<file path="config.mk">
export PLATFORM = sky130hd
export DESIGN_NAME = fifo_rd_stream_adapter
export DESIGN_NICKNAME = d
export VERILOG_FILES = /design/src/rtl/fifo_rd_stream_adapter.sv
export SDC_FILE = /design/constraint.sdc
export NUM_CORES = 1
export LEC_CHECK = 0
export ABC_CLOCK_PERIOD_IN_PS = 2100
export BUFFER_PORTS_ARGS = -buffer_cell sky130_fd_sc_hd__buf_2
export CAP_MARGIN = 10
export CELL_PAD_IN_SITES_DETAIL_PLACEMENT = 1
export CELL_PAD_IN_SITES_GLOBAL_PLACEMENT = 1
export CORE_MARGIN = 2
export CORE_UTILIZATION = 39
export DETAILED_ROUTE_END_ITERATION = 8
export GPL_TIMING_DRIVEN = 1
export PLACE_DENSITY = 0.78
export SLEW_MARGIN = 5
export SYNTH_ARGS = -nofsm -noshare
export SYNTH_HDL_FRONTEND = slang
export SYNTH_SLANG_ARGS = --single-unit
</file>
<file path="constraint.sdc">
create_clock -name clk_i -period 2.1 [get_ports clk_i]
set_clock_uncertainty 0.15 [all_clocks]
set_input_delay 0.21 -clock clk_i [delete_from_list [all_inputs] [get_ports clk_i]]
set_output_delay 0.21 -clock clk_i [all_outputs]
set_load 0.05 [all_outputs]
</file>
<file path="src/rtl/fifo_rd_stream_adapter.sv">
// Read-side master for a 1-cycle-latency FIFO, re-presenting words as a valid/ready stream.
// Optional beat counter enabled by defining FIFO_RD_ADAPTER_STATS_EN.
module fifo_rd_stream_adapter #(
    parameter int unsigned DW        = 32,
    parameter int unsigned BUF_DEPTH = 3
`ifdef FIFO_RD_ADAPTER_STATS_EN
    ,
    parameter int unsigned CNT_W     = 16
`endif
) (
    input  logic                           clk_i,
    input  logic                           arstn_i,
    input  logic                           flush_i,
    output logic                           fifo_req_o,
    input  logic                           fifo_valid_i,
    input  logic [DW-1:0]                  fifo_data_i,
    input  logic                           fifo_empty_i,
    output logic                           m_valid_o,
    output logic [DW-1:0]                  m_data_o,
    input  logic                           m_ready_i,
    output logic [$clog2(BUF_DEPTH+1)-1:0] level_o,
    output logic                           err_o
`ifdef FIFO_RD_ADAPTER_STATS_EN
    ,
    output logic [CNT_W-1:0]               beats_o
`endif
);

    localparam int unsigned LW = $clog2(BUF_DEPTH + 1);
    localparam int unsigned PW = $clog2(BUF_DEPTH);
    localparam logic [LW:0] DepthL = (LW+1)'(BUF_DEPTH);

    logic [DW-1:0] mem_q [BUF_DEPTH];
    logic [PW-1:0] wr_ptr_q, wr_ptr_d, rd_ptr_q, rd_ptr_d;
    logic [LW-1:0] level_q, level_d;
    logic          inflight_q, inflight_d;
    logic          err_q, err_d;
    logic          run_q;
    logic [LW:0]   credit_used;
    logic          push, pop;

    function automatic logic [PW-1:0] ptr_inc(input logic [PW-1:0] p);
        return (p == PW'(BUF_DEPTH - 1)) ? '0 : p + PW'(1);
    endfunction

    always_comb begin
        credit_used = {1'b0, level_q} + {{LW{1'b0}}, inflight_q};
        // run_q keeps the request low while in reset without using the reset as data
        fifo_req_o  = run_q && !fifo_empty_i && !flush_i && (credit_used < DepthL);
        m_valid_o   = (level_q != '0);
        m_data_o    = mem_q[rd_ptr_q];
        level_o     = level_q;
        err_o       = err_q;

        push        = fifo_valid_i && inflight_q && !flush_i;
        pop         = m_valid_o && m_ready_i && !flush_i;

        level_d     = level_q;
        wr_ptr_d    = wr_ptr_q;
        rd_ptr_d    = rd_ptr_q;
        inflight_d  = fifo_req_o;
        // Valid without a request, or a request with no returned word, are both errors
        err_d       = err_q | (fifo_valid_i ^ inflight_q);

        if (push) wr_ptr_d = ptr_inc(wr_ptr_q);
        if (pop)  rd_ptr_d = ptr_inc(rd_ptr_q);
        case ({push, pop})
            2'b10:   level_d = level_q + LW'(1);
            2'b01:   level_d = level_q - LW'(1);
            default: level_d = level_q;
        endcase

        if (flush_i) begin
            level_d  = '0;
            wr_ptr_d = '0;
            rd_ptr_d = '0;
        end
    end

    always_ff @(posedge clk_i or negedge arstn_i) begin
        if (!arstn_i) begin
            for (int i = 0; i < int'(BUF_DEPTH); i++) mem_q[i] <= '0;
            wr_ptr_q   <= '0;
            rd_ptr_q   <= '0;
            level_q    <= '0;
            inflight_q <= 1'b0;
            err_q      <= 1'b0;
            run_q      <= 1'b0;
        end else begin
            if (push) mem_q[wr_ptr_q] <= fifo_data_i;
            wr_ptr_q   <= wr_ptr_d;
            rd_ptr_q   <= rd_ptr_d;
            level_q    <= level_d;
            inflight_q <= inflight_d;
            err_q      <= err_d;
            run_q      <= 1'b1;
        end
    end

`ifdef FIFO_RD_ADAPTER_STATS_EN
    logic [CNT_W-1:0] beats_q, beats_d;

    always_comb begin
        beats_d = beats_q;
        if (flush_i)                    beats_d = '0;
        else if (pop && beats_q != '1)  beats_d = beats_q + CNT_W'(1);
    end

    always_ff @(posedge clk_i or negedge arstn_i) begin
        if (!arstn_i) beats_q <= '0;
        else          beats_q <= beats_d;
    end

    assign beats_o = beats_q;
`endif

endmodule

</file>
==> metrics.txt <==
total design power 5470 µW; Cell variety after synth 30; CP Class flip-flop to output port; Avg Inst Size Synth 13.3 µm²; largest net degree at the start of global routing 106; pre-CTS setup slack 0.0290 ns; FMAX 438 MHz; initial antenna violation count 0; Num CTS Buffers 9; worst-case clock buffer depth 2; period utilisation layout 1.09; FF-to-FF Start inflight_q; worst hold-check path type input port to flip-flop; Cell Rows 40; Synth Warn # 0; CTS clk-pin slew, worst paths 0.07 ns; max-slew violations 0; Crit-path slowest cell or4b_4; total gr overflow 0; sw power 1720 µW; final hold vios 0; RSZ-0062 raised after global routing yes; Min Hold Slack 0.0261 ns; Worst Setup SP level_o[0]; most common flop cell mapped by yosys dfrtp_1; IO Port Bufs 74; worst skew pair latency 0.35 ns; Startpoint Class flip-flop; Comb power frac 0.265; peak supply drop 0.649 mV; gpl congestion 0.688; number of synthesized flops with an enable pin 0; CP Capture Type output port; Layout Nets 519; TritonCTS Sinks 105; top post-synthesis cells by area dfrtp_1 56%, mux2_2 22%, mux2i_1 7.0%; synth cell count leaders 105 x dfrtp_1, 93 x mux2_2, 34 x nand2_1, 34 x o21ai_0, 33 x mux2i_1; Setup Viol. Count Final 1; Max Cap Viol 0; Final Critical Period 2.28 ns; Synth top area share 0.558; max_slew headroom 0.615; P_leak 0.00292 µW; aggregate global-route resource usage 0.202; vias in the first global route 3754; count leader, synth dfrtp_1; Worst path max stage delay 0.50 ns; CTS tree yes; worst path cell trace ha_4 > ha_4 > or4b_4 > a21oi_4 > buf_6; run status finished with violations; hold_sp fifo_valid_i; worst slew pin tran 0.578 ns; Mapped Area 4710 µm²; most frequent CP cell ha_4; Initial Utilization 0.396; crit path DAT 1.92 ns; root buffer cell clkbuf_16; share of cells above drive strength 1 0.472; Die Width 114 µm; DIE AREA 13000 µm²; Cells after Synth 353; Vias 3253; Int Power 3750 µW; Critical Path RT 1.74 ns; DRC 0; final setup margin -0.181 ns; #FFs+latches synth 105; area leader, netlist dfrtp_1; Async SR Flop Fraction 1.00; WL final 12.2 mm; DRT antenna net count 0; crit path max fanout 2; syn_nets 394; H-tree levels 3; First-pass DRT Iterations 4; routed len/inst 19.4 µm; 1st-iter DRT viols 101; Reg power frac 0.421; first-pass GRT wire length 19.9 mm; Post-Layout Cell Count 630; Clk network pwr share 0.315; Seq/Total Area, Yosys 0.558; Net Sw Frac 0.315; placed cell count 569; Die Ht 114 µm; # IOs 75; Detail Placement HPWL 7.14 mm; vias per cell 5.16; diode count 0; PD cells 853 nW/µm²; Area growth, synth to finish 36.1%; failing checks setup timing; Core Area 11900 µm²
## cell families after synthesis
kind of cell / after synthesis / synth area share
compound gates: 42 / 0.0459
fa+ha+maj: 3 / 0.00797
buf+inv: 22 / 0.0284
flops: 105 / 0.558
mux: 129 / 0.300
other cells: 1 / 0.000796
simple gates: 51 / 0.0597
## area by class of cell
| class | count | area [µm²] |
|---|---|---|
| timing repair buffer | 135 | 1260 |
| tap | 147 | 184 |
| clock buffer | 13 | 260 |
| sequential | 105 | 2630 |
| multi-input combinational | 226 | 2030 |
| fill | 1198 | 5500 |
| clock inverter | 3 | 40.0 |
| inverter | 1 | 3.75 |
## per-stage QoR
| step | utilization | TNS (ns) | cell area, µm² |
|---|---|---|---|
| 2_1_floorplan | - | 0 | 4740 |
| 3_3_place_gp | 0.454 | 0 | 5410 |
| 3_5_place_dp | 0.454 | 0 | 5410 |
| 4_1_cts | 0.525 | -0.186 | 6250 |
| 5_1_grt | 0.538 | -0.436 | 6410 |
| 6_report | 0.538 | -0.181 | 6410 |
## critical path: cells and delay by family, from the launching register on
family | cells | cell delay [ns]
compound gates | 1 | 0.15
flops | 1 | 0.43
simple gates | 1 | 0.50
fa+ha+maj | 2 | 0.31
buf+inv | 1 | 0.18
## state kept, by name (all words and copies together) (netlist names)
name / flops
err_o: 1
wr_ptr_q: 2
run_q: 1
rd_ptr_q: 2
inflight_q: 1
level_o: 2
mem_q: 96
## power by group through the flow
stage | clock, µW | sequential, µW | combinational [µW]
2_1_floorplan | 0 | 2310 | 888
3_3_place_gp | 0 | 2320 | 1180
3_5_place_dp | 0 | 2340 | 1210
4_1_cts | 1770 | 2300 | 1360
5_1_grt | 1860 | 2330 | 1530
6_report | 1720 | 2300 | 1450
## timing repair
action,CTS,global route
resized for setup,36,39
buffers inserted,6,2
endpoints found under the setup margin,33,30
pin swaps,0,2
hold buffers,35,0
hold endpoints to repair,206,0
cloned,1,1
## layer usage
metal / track usage / vias to the layer above / share of wire
met5: 0 / - / 0
met4: 0.0455 / 0 / 0.011
met1: 0.240 / 1688 / 0.42
li1: - / 1496 / -
met3: 0.0590 / 11 / 0.036
met2: 0.362 / 58 / 0.54
## path summary, 6_finish.rpt
kind                       cells after the start  slack, ns     endpoint
hold / removal                                 3       0.03        err_o
hold reg to reg                                1       0.32        err_o
min in group asynchronous                      3       0.31    mem_q[19]
max in group asynchronous                      3       1.02  rd_ptr_q[1]
setup / recovery                               5      -0.18   fifo_req_o
setup reg to reg                               5       0.18    mem_q[60]
## cells in the final DEF (no fill, tap or decap), types with 3 or more instances in the layout
master | Yosys | layout
o21ai_1 | 0 | 24
buf_12 | 0 | 10
mux2_1 | 3 | 3
dlygate4sd3_1 | 0 | 35
buf_6 | 3 | 22
buf_2 | 4 | 41
mux2i_1 | 33 | 33
buf_4 | 6 | 23
dfrtp_1 | 105 | 103
a21oi_1 | 6 | 5
nand2_1 | 34 | 34
clkbuf_16 | 0 | 10
mux2_2 | 93 | 93
o21ai_2 | 0 | 8
Note: power is estimated with default switching activity, not from simulation.
